--- src/rtl/dct8_row_pipe_pkg.sv ---
// dct_pkg: shared constants and helpers for the 8-point row DCT engine.
//   C16/C6/C5/C3/C7 : lifting multipliers (C16 is the x16 lifting scale)
//   OUT_PERM        : output coefficient k is taken from lifting result d[OUT_PERM[k]]
//   sat_round()     : drop frac_w bits, round half up, saturate to out_w signed bits
package dct_pkg;

  localparam int C16 = 16;
  localparam int C6  = 6;
  localparam int C5  = 5;
  localparam int C3  = 3;
  localparam int C7  = 7;

  localparam int OUT_PERM [8] = '{0, 7, 3, 6, 1, 5, 2, 4};

  function automatic logic signed [63:0] sat_round(input logic signed [63:0] value,
                                                   input int frac_w,
                                                   input int out_w);
    logic signed [63:0] q;
    logic signed [63:0] half;
    logic signed [63:0] hi;
    logic signed [63:0] lo;
    // Keep one extra bit so the top discarded bit (the 0.5 weight) lands in q[0].
    q    = value >>> (frac_w - 1);
    half = q >>> 1;
    q    = half + $signed({63'd0, q[0]});
    hi   = (64'sd1 <<< (out_w - 1)) - 64'sd1;
    lo   = -(64'sd1 <<< (out_w - 1));
    if (q > hi) begin
      q = hi;
    end else if (q < lo) begin
      q = lo;
    end
    return q;
  endfunction

endpackage

--- src/rtl/dct8_row_pipe_if.sv ---
// Row-stream bus of the row DCT engine.
//   i_valid/o_ready/i_data          : input row handshake (8 packed samples, x0 in LSBs)
//   o_valid/i_ready/o_data          : output row handshake (8 packed coefficients, y0 in LSBs)
//   o_row_idx/o_block_last          : row tag of the row currently presented on o_data
// slave = engine side, master = producer/consumer side.
interface dct8_row_pipe_if #(
  parameter int IN_W  = 12,
  parameter int OUT_W = 12,
  parameter int ROWS  = 8
);
  localparam int RIDX_W = $clog2(ROWS);

  logic                  i_valid;
  logic                  o_ready;
  logic [8*IN_W-1:0]     i_data;
  logic                  o_valid;
  logic                  i_ready;
  logic [8*OUT_W-1:0]    o_data;
  logic [RIDX_W-1:0]     o_row_idx;
  logic                  o_block_last;

  modport slave (
    input  i_valid, i_data, i_ready,
    output o_ready, o_valid, o_data, o_row_idx, o_block_last
  );

  modport master (
    output i_valid, i_data, i_ready,
    input  o_ready, o_valid, o_data, o_row_idx, o_block_last
  );
endinterface

--- src/rtl/dct8_row_pipe_lift_stage.sv ---
// dct8_lift_stage: one registered step of the row DCT (butterfly or a lifting step).
//   clk, rst          : clock, async active-high reset (clears the valid bit only)
//   en                : global advance enable; the stage holds when low
//   vld_in, dat_in    : incoming row (8 x ACC_W signed, element 0 in LSBs)
//   vld_out, dat_out  : registered result of the equations selected by STAGE (1..4)
module dct8_lift_stage
  import dct_pkg::*;
#(
  parameter int ACC_W = 20,
  parameter int STAGE = 1
) (
  input  logic               clk,
  input  logic               rst,
  input  logic               en,
  input  logic               vld_in,
  input  logic [8*ACC_W-1:0] dat_in,
  output logic               vld_out,
  output logic [8*ACC_W-1:0] dat_out
);

  localparam logic signed [ACC_W-1:0] D2 = ACC_W'(2);
  localparam logic signed [ACC_W-1:0] D8 = ACC_W'(8);

  // Constant multiply formed 4 bits wider, then wrapped back to the stage width.
  function automatic logic signed [ACC_W-1:0] mulk(input int k,
                                                   input logic signed [ACC_W-1:0] v);
    logic signed [ACC_W+3:0] p;
    p = (ACC_W+4)'(v) * $signed((ACC_W+4)'(k));
    return p[ACC_W-1:0];
  endfunction

  logic signed [ACC_W-1:0] x [8];
  logic signed [ACC_W-1:0] r [8];
  logic signed [ACC_W-1:0] t;

  // "/" below is signed division (truncates toward zero), deliberately not a shift.
  always_comb begin
    for (int i = 0; i < 8; i++) begin
      x[i] = dat_in[i*ACC_W +: ACC_W];
    end
    r = x;
    t = '0;
    case (STAGE)
      1: begin
        r[0] = x[0] + x[7];
        r[1] = x[1] + x[6];
        r[2] = x[2] + x[5];
        r[3] = x[3] + x[4];
        r[4] = x[3] - x[4];
        r[5] = x[2] - x[5];
        r[6] = x[1] - x[6];
        r[7] = x[0] - x[7];
      end
      2: begin
        t    = mulk(C6, x[5]) + mulk(C16, x[6]);
        r[0] = mulk(C16, x[0] + x[3]);
        r[1] = mulk(C16, x[1] + x[2]);
        r[2] = mulk(C16, x[1] - x[2]);
        r[3] = mulk(C16, x[0] - x[3]);
        r[4] = mulk(C16, x[4]);
        r[5] = mulk(C5, t) / D8 - mulk(C16, x[5]);
        r[6] = t;
        r[7] = mulk(C16, x[7]);
      end
      3: begin
        r[0] = x[0] + x[1];
        r[1] = x[1];
        r[2] = x[2] - mulk(C3, x[3]) / D8;
        r[3] = x[3];
        r[4] = x[4] + x[5];
        r[5] = x[4] - x[5];
        r[6] = x[7] - x[6];
        r[7] = x[6] + x[7];
      end
      4: begin
        // d5 feeds d6 within the same step
        t    = x[5] + mulk(C7, x[6]) / D8;
        r[0] = x[0];
        r[1] = x[0] / D2 - x[1];
        r[2] = x[2];
        r[3] = x[3] + mulk(C3, x[2]) / D8;
        r[4] = x[4] - x[7] / D8;
        r[5] = t;
        r[6] = x[6] - t / D2;
        r[7] = x[7];
      end
      default: r = x;
    endcase
  end

  always_ff @(posedge clk or posedge rst) begin
    if (rst) begin
      vld_out <= 1'b0;
    end else if (en) begin
      vld_out <= vld_in;
    end
  end

  always_ff @(posedge clk) begin
    if (en) begin
      for (int i = 0; i < 8; i++) begin
        dat_out[i*ACC_W +: ACC_W] <= r[i];
      end
    end
  end

endmodule

--- src/rtl/dct8_row_pipe.sv ---
// dct8_row_pipe: 8-point forward 1-D DCT row engine (butterfly + three lifting steps).
//   i_clk, i_rst : clock, asynchronous active-high reset
//   bus (slave)  : input row handshake, output coefficient handshake, row tag
// A row accepted at edge N is presented on o_valid/o_data after edge N+4. The whole
// pipeline advances on en = i_ready || !o_valid, which also drives o_ready.
module dct8_row_pipe
  import dct_pkg::*;
#(
  parameter int IN_W   = 12,
  parameter int OUT_W  = 12,
  parameter int FRAC_W = 7,
  parameter int ROWS   = 8
) (
  input  logic            i_clk,
  input  logic            i_rst,
  dct8_row_pipe_if.slave  bus
);

  localparam int ACC_W  = IN_W + 8;
  localparam int RIDX_W = $clog2(ROWS);
  localparam logic [RIDX_W-1:0] LAST_IDX = RIDX_W'(ROWS - 1);

  logic                 en;
  logic [8*ACC_W-1:0]   dat_p0;
  logic [8*ACC_W-1:0]   dat_p1, dat_p2, dat_p3, dat_p4;
  logic                 vld_p1, vld_p2, vld_p3, vld_p4;
  logic [8*OUT_W-1:0]   y_sat;
  logic                 vld_p5;
  logic [8*OUT_W-1:0]   dat_p5;
  logic [RIDX_W-1:0]    row_cnt;

  assign en               = bus.i_ready || !vld_p5;
  assign bus.o_ready      = en;
  assign bus.o_valid      = vld_p5;
  assign bus.o_data       = dat_p5;
  assign bus.o_row_idx    = row_cnt;
  assign bus.o_block_last = (row_cnt == LAST_IDX);

  // Stage p0: sign-extend the incoming samples to the internal width
  always_comb begin
    dat_p0 = '0;
    for (int i = 0; i < 8; i++) begin
      dat_p0[i*ACC_W +: ACC_W] = ACC_W'($signed(bus.i_data[i*IN_W +: IN_W]));
    end
  end

  // Stages p1..p4: butterfly, then the three lifting steps
  dct8_lift_stage #(.ACC_W(ACC_W), .STAGE(1)) u_s1 (
    .clk(i_clk), .rst(i_rst), .en(en),
    .vld_in(bus.i_valid), .dat_in(dat_p0), .vld_out(vld_p1), .dat_out(dat_p1)
  );
  dct8_lift_stage #(.ACC_W(ACC_W), .STAGE(2)) u_s2 (
    .clk(i_clk), .rst(i_rst), .en(en),
    .vld_in(vld_p1), .dat_in(dat_p1), .vld_out(vld_p2), .dat_out(dat_p2)
  );
  dct8_lift_stage #(.ACC_W(ACC_W), .STAGE(3)) u_s3 (
    .clk(i_clk), .rst(i_rst), .en(en),
    .vld_in(vld_p2), .dat_in(dat_p2), .vld_out(vld_p3), .dat_out(dat_p3)
  );
  dct8_lift_stage #(.ACC_W(ACC_W), .STAGE(4)) u_s4 (
    .clk(i_clk), .rst(i_rst), .en(en),
    .vld_in(vld_p3), .dat_in(dat_p3), .vld_out(vld_p4), .dat_out(dat_p4)
  );

  // Stage p5: reorder, scale and saturate into the output register
  for (genvar k = 0; k < 8; k++) begin : g_out
    logic signed [ACC_W-1:0] dk;
    assign dk = dat_p4[OUT_PERM[k]*ACC_W +: ACC_W];
    assign y_sat[k*OUT_W +: OUT_W] = OUT_W'(sat_round(64'(dk), FRAC_W, OUT_W));
  end

  // The output register is cleared on reset so o_data reads zero until the first row.
  always_ff @(posedge i_clk or posedge i_rst) begin
    if (i_rst) begin
      vld_p5 <= 1'b0;
      dat_p5 <= '0;
    end else if (en) begin
      vld_p5 <= vld_p4;
      dat_p5 <= y_sat;
    end
  end

  always_ff @(posedge i_clk or posedge i_rst) begin
    if (i_rst) begin
      row_cnt <= '0;
    end else if (vld_p5 && bus.i_ready) begin
      row_cnt <= (row_cnt == LAST_IDX) ? '0 : row_cnt + 1'b1;
    end
  end

endmodule

--- src/flat_wrapper.sv ---
// flat-port wrapper written by rule: the top's interface ports become plain ports
module dct8_row_pipe_flat import dct_pkg::*;
#(
  parameter int IN_W   = 12,
  parameter int OUT_W  = 12,
  parameter int FRAC_W = 7,
  parameter int ROWS   = 8
)
  (i_clk, i_rst, bus_i_valid, bus_i_data, bus_i_ready, bus_o_ready, bus_o_valid, bus_o_data, bus_o_row_idx, bus_o_block_last);
  dct8_row_pipe_if #(.IN_W(IN_W), .OUT_W(OUT_W), .ROWS(ROWS)) bus_i ();
  input  logic i_clk;
  input  logic i_rst;
  input wire logic [$bits(bus_i.i_valid)-1:0] bus_i_valid;
  input wire logic [$bits(bus_i.i_data)-1:0] bus_i_data;
  input wire logic [$bits(bus_i.i_ready)-1:0] bus_i_ready;
  output wire logic [$bits(bus_i.o_ready)-1:0] bus_o_ready;
  output wire logic [$bits(bus_i.o_valid)-1:0] bus_o_valid;
  output wire logic [$bits(bus_i.o_data)-1:0] bus_o_data;
  output wire logic [$bits(bus_i.o_row_idx)-1:0] bus_o_row_idx;
  output wire logic [$bits(bus_i.o_block_last)-1:0] bus_o_block_last;
  assign bus_i.i_valid = bus_i_valid;
  assign bus_i.i_data = bus_i_data;
  assign bus_i.i_ready = bus_i_ready;
  assign bus_o_ready = bus_i.o_ready;
  assign bus_o_valid = bus_i.o_valid;
  assign bus_o_data = bus_i.o_data;
  assign bus_o_row_idx = bus_i.o_row_idx;
  assign bus_o_block_last = bus_i.o_block_last;
  dct8_row_pipe #(.IN_W(IN_W), .OUT_W(OUT_W), .FRAC_W(FRAC_W), .ROWS(ROWS)) u_core (.i_clk(i_clk), .i_rst(i_rst), .bus(bus_i));
endmodule
--- config.mk ---
export PLATFORM = sky130hd
export DESIGN_NAME = dct8_row_pipe_flat
export DESIGN_NICKNAME = d
export VERILOG_FILES = /design/src/rtl/dct8_row_pipe_pkg.sv /design/src/rtl/dct8_row_pipe_if.sv /design/src/rtl/dct8_row_pipe_lift_stage.sv /design/src/rtl/dct8_row_pipe.sv /design/src/flat_wrapper.sv
export SDC_FILE = /design/constraint.sdc
export NUM_CORES = 2
export LEC_CHECK = 0
export ABC_AREA = 1
export ABC_CLOCK_PERIOD_IN_PS = 28500
export CAP_MARGIN = 20
export CORE_ASPECT_RATIO = 1.75
export CORE_UTILIZATION = 65
export CTS_CLUSTER_DIAMETER = 60
export DETAILED_ROUTE_END_ITERATION = 16
export HOLD_SLACK_MARGIN = 0.06
export PLACE_DENSITY = 0.82
export SETUP_SLACK_MARGIN = 0.05
export SLEW_MARGIN = 20
export SYNTH_ARGS = -nofsm -noshare
export SYNTH_HDL_FRONTEND = slang
export SYNTH_SLANG_ARGS = --single-unit
--- constraint.sdc ---
create_clock -name i_clk -period 28.5 [get_ports i_clk]
set_input_delay 5.7 -clock i_clk [delete_from_list [all_inputs] [get_ports i_clk]]
set_output_delay 5.7 -clock i_clk [all_outputs]
set_load 0.01 [all_outputs]
; Yosys cells after proc, flatten, opt, wreduce, memory -nomap -nowiden
; Index checks and enable logic that the tools add are counted.
; Widths: inputs -> output; s select.
[word_totals]
inputBits = 100
word_cells = 103
register_bits = 702
[op_classes]
n_lt_le_gt_ge = 16
addsub = 40
n_eq_ne = 1
bitwise = 6
reduce_logical = 7
multipliers = 5
n_mux = 17
[op_table]
columns = cell, n
row1 = $mux 12, 16
row2 = $add 20x1->20, 6
row3 = $add 13x2->14, 8
row4 = $gt 14x12->1 const B, 8
row5 = $lt 14x12->1 const B, 8
row6 = $add 20x20->20, 5
row7 = $sub 20x20->20, 5
row8 = $add 12x12->13, 4
row9 = $sub 12x12->13, 4
row10 = $mul 20x4->20 const B, 2
row11 = $add 16x16->16, 2
row12 = $sub 16x16->16, 2
row13 = $add 20x17->20, 1
row14 = $mul 20x3->19 const B, 1
row15 = $mul 20x3->20 const B, 1
row16 = $sub 17x20->20, 1
row17 = $sub 20x17->20, 1
row18 = $mul 16x3->16 const B, 1
row19 = $reduce_or 3->1, 4
row20 = $and 1x1->1, 6
row21 = $add 3x1->3 const B, 1
row22 = $eq 3x3->1 const B, 1
row23 = $mux 3, 1
row24 = $logic_and 1x1->1, 1
row25 = other kinds (2), 2

; Longest topological paths before layout
[depth]
ltp_word = 8
mapped_depth = 42
mapped_depth_nobuf = 42

; Modules after synthesis
; A second synthesis with hierarchy kept.
[hier_totals]
hier_cells = 7236
hier_area_um2 = 59034.1
[by_module_without_submodules]
columns = mod, seq_area_each_um2, cells_each, area_per_inst_um2, n_inst
row1 = dct8_lift_stage (u_core.u_s1), 4709.5, 1991, 14472.6, 1
row2 = dct8_lift_stage (u_core.u_s4), 4829.6, 1458, 13409.1, 1
row3 = dct8_lift_stage (u_core.u_s3), 4769.6, 1491, 12843.6, 1
row4 = dct8_lift_stage (u_core.u_s2), 4018.9, 1256, 11262.1, 1
row5 = dct8_row_pipe, 2502.4, 1040, 7046.8, 1

; Worst setup path after synthesis
; No wires, ideal clock.
[synth_timing]
path_type = input to output
startpoint = input port bus_i_ready
endpoint = output port bus_o_ready
path_slack_ns = 11.354
path_stages = 3
arrival_time_ns = 11.446
cell_sequence = nor2_1 > clkinv_1 > buf_2
[synth_between]
elab_chain_len = 1
[synth_rtl]
columns = item, line_no
row1 = start: declaration, flat_wrapper.sv:15  ; input wire logic [$bits(bus_i.i_ready)-1:0] bus_i_ready;
row2 = $logic_or 1x1->1, dct8_row_pipe.sv:32  ; assign en = bus.i_ready || !vld_p5;
row3 = end: declaration, flat_wrapper.sv:16  ; output wire logic [$bits(bus_i.o_ready)-1:0] bus_o_ready;
; Every way passes these cells.

; Worst setup path after layout
; Ends and elaborated chain as after synthesis.

==> results.yml <==
status:
  status: "finished, final reports clean"
route:
  vias: 32600
  first_pass_iters: 5
  avgRoutedWirePerCell_um: 17.0
  finalWirelength_mm: 101
  antenna_left: 0
  drc_errors: 0
  drt_iter0_drc: 1657
  vias_per_cell: 5.48
synthesis:
  ys.flop_type: "edfxtp_1"
  synth.top_cell.area_share: 0.334
  synth_area_mm2: 0.0432
  ys_types: 66
  synthArstFlopShare: 0.178
  syn-num-nets: 5545
  synth_edf_count: 481
  synth_area_leaders: "edfxtp_1, ha_1, nand2_1"
  synth-seq-cells: 585
  ys_warn_count: 0
  ys_seq_area_frac: 0.394
  netlist_instances: 4835
  yosysTopAreaCell: "edfxtp_1"
  avgSynthCellArea_um2: 8.94
critical_path:
  crit_fanout: 126
  crit_chain: "clkdlybuf4s50_1 -> nor2_4 -> buf_4 -> inv_8 -> clkdlybuf4s50_1"
  r2r_start: "u_core.u_s1.dat_out[102]"
  required_ps: 22800
  ff2ff_setup_slack_ps: 20510
  rr_worst_depth: 37
  cp_common_cell: "clkdlybuf4s50_1"
  worstReg2RegEnd: "u_core.u_s2.dat_out[118]"
  start_kind: "input pin"
  endpoint_kind: "primary output"
  cp.arrival_ps: 8170
  crit_slowest_cell: "buf_4"
  critPathMaxStageDelay_ps: 710
  path_class: "in2out"
min_path:
  min_path_cells: 0
  min-delay-start: "u_core.u_s1.dat_out[81]"
  hp-class: "reg2reg"
  min_to: "u_core.u_s2.dat_out[85]"
layout:
  multi_input_area_mm2: 0.0231
  seqCellArea_mm2: 0.0170
  drive_gt1_frac: 0.0359
  syn_to_final_growth_pct: 10.8
  final_net_count: 5739
  fillers: 5019
grt:
  grt_pass1_wl_mm: 160
  grt_pass1_vias: 32300
  antenna_found_initial: 1
  grt_max_degree: 200
  overflow: 0
  track_usage: 0.302
die:
  rows: 124
  die_w_um: 197
  core_area_mm2: 0.0656
  io_pins: 202
  die_h_um: 343
  die_area_mm2: 0.0676
  initial_utilization: 0.659
cts:
  cts_setup_buffers: 0
  numClockSinks: 585
  clk_pin_slew_ps: 70
  cts_tree: "done"
  clock_path_buffers: 3
  insertion_delay_ps: 630
  root_buffer: "clkbuf_16"
  htreeDepth: 2
  cts-resized-gates: 0
  cts_buffers: 52
  postCtsHoldBufs: 0
timing:
  worst_pin_slew_ps: 1000
  clock.fmax_mhz: 72.1
  tns_ps: 0
  hold_viol: 0
  period_needed_ps: 13870
  rsz0062_at_grt: "no"
  finClkSkew_ps: 24.4
  finalSetupViolCount: 0
  slew_headroom: 0.333
  min_period_over_period: 0.487
  finalMaxSlewViolations: 0
flow_run:
  cap_violations: 0
place:
  gp_congestion: 0.979
  portBuffers: 201
  dp_hpwl_mm: 83.1
registers in the layout, indices dropped and copies added (netlist names):
| register | count |
|---|---|
| u_core.u_s3.dat_out | 142 |
| u_core.u_s2.dat_out | 127 |
| u_core.u_s4.dat_out | 112 |
| u_core.u_s1.dat_out | 100 |
| u_core.bus.o_data | 96 |
| u_core.bus.o_row_idx | 3 |
| u_core.bus.o_valid | 1 |
| u_core.u_s1.vld_out | 1 |
| u_core.u_s2.vld_out | 1 |
| u_core.u_s3.vld_out | 1 |
| u_core.u_s4.vld_out | 1 |
cells in the final DEF, fill, tap and decap left out, drive strengths merged, types with 2 or more instances in the layout:
| cell type | netlist | final |
|---|---|---|
| xnor2 | 76 | 76 |
| o2111ai | 6 | 6 |
| a21boi | 29 | 29 |
| and2 | 7 | 7 |
| a21oi | 426 | 426 |
| o21ai | 199 | 199 |
| o211ai | 6 | 6 |
| a211oi | 13 | 13 |
| nor2 | 246 | 246 |
| o21bai | 46 | 46 |
| bufinv | 0 | 5 |
| o221ai | 2 | 2 |
| fa | 39 | 39 |
| edfxtp | 481 | 481 |
| clkinv | 2 | 24 |
| clkdlybuf4s50 | 0 | 201 |
| buf | 24 | 7 |
| dfrtp | 104 | 104 |
| nand4 | 34 | 34 |
| nor3 | 63 | 63 |
| a31oi | 26 | 26 |
| o311ai | 2 | 2 |
| nor4 | 13 | 13 |
| or2 | 15 | 15 |
| inv | 754 | 761 |
| xor2 | 346 | 346 |
| ha | 571 | 571 |
| a31o | 3 | 3 |
| nand2 | 962 | 962 |
| and3 | 8 | 8 |
| a21o | 20 | 20 |
| o31ai | 34 | 34 |
| nand3b | 18 | 18 |
| o21a | 6 | 6 |
| clkbuf | 44 | 61 |
| nand3 | 202 | 202 |
| mux2 | 2 | 2 |
through the flow:
step / std cells / setup slack (ps) / util / area, µm² / hold slack, ps
after floorplan: 4835 / 11350 / - / 43200 / 400
after global placement: 5857 / 14620 / 0.703 / 46100 / 403
after detailed placement: 5857 / 14610 / 0.703 / 46100 / 408
after CTS: 5953 / 14590 / 0.730 / 47900 / 424
after global routing: 5954 / 14420 / 0.730 / 47900 / 427
final: 5954 / 14630 / 0.730 / 47900 / 422
logic make-up after synthesis:
group	share of synthesized area
DFF	0.394
and+or+nand+nor	0.154
buffers and inverters	0.0727
adders and majority gates	0.183
xor gates and xnor gates	0.0855
AOI/OAI and AO/OA	0.110
muxes	0.000521
worst max path at each step:
stage | startpoint | to | slack [ps]
after CTS | bus_i_ready | bus_o_ready | 14590
final | bus_i_ready | bus_o_ready | 14630
after detailed placement | bus_i_ready | bus_o_ready | 14610
after global placement | bus_i_ready | bus_o_ready | 14620
after global routing | bus_i_ready | bus_o_ready | 14420
after floorplan | bus_i_ready | bus_o_ready | 11350
critical path: cells and delay by family:
family / cells / cell delay (ps)
AND/OR/NAND/NOR: 1 / 120
buffers and inverters: 4 / 2300
synth_stat cells (11+ instances only):
| cell | n |
|---|---|
| clkbuf_1 | 43 |
| a31oi_1 | 26 |
| xor2_1 | 346 |
| a21oi_1 | 414 |
| nand3b_1 | 18 |
| ha_1 | 571 |
| inv_1 | 750 |
| o31ai_1 | 29 |
| fa_1 | 39 |
| xnor2_1 | 76 |
| edfxtp_1 | 481 |
| or2_2 | 15 |
| a21boi_1 | 17 |
| buf_2 | 17 |
| nor4_1 | 13 |
| nor2_1 | 232 |
| nand3_1 | 197 |
| nand2_1 | 957 |
| a21boi_0 | 12 |
| o21ai_0 | 146 |
| nand4_1 | 33 |
| nor3_1 | 56 |
| a21o_1 | 20 |
| o21ai_1 | 44 |
| a211oi_1 | 13 |
| o21bai_1 | 43 |
| nor2_2 | 11 |
| dfrtp_1 | 104 |
routing by layer:
metal / track usage / wire length (µm) / vias up
li1: - / - / 16500
met1: 0.304 / 37100 / 15100
met2: 0.591 / 54300 / 706
met3: 0.0324 / 3130 / 237
met4: 0.173 / 6380 / 0
met5: 0 / 0 / -
area by class of cell:
type | count | share of cell area
Antenna cell | 1 | 0.0000522
Timing Repair Buffer | 208 | 0.0433
Inverter | 756 | 0.0594
Sequential cell | 585 | 0.356
Clock inverter | 35 | 0.00715
Clock buffer | 61 | 0.0301
Multi-Input combinational cell | 3426 | 0.481
Tap cell | 882 | 0.0230
Power is left out: the tool's default activity adds up to more than one toggle a clock period on the data nets, which glitch-free logic cannot reach.
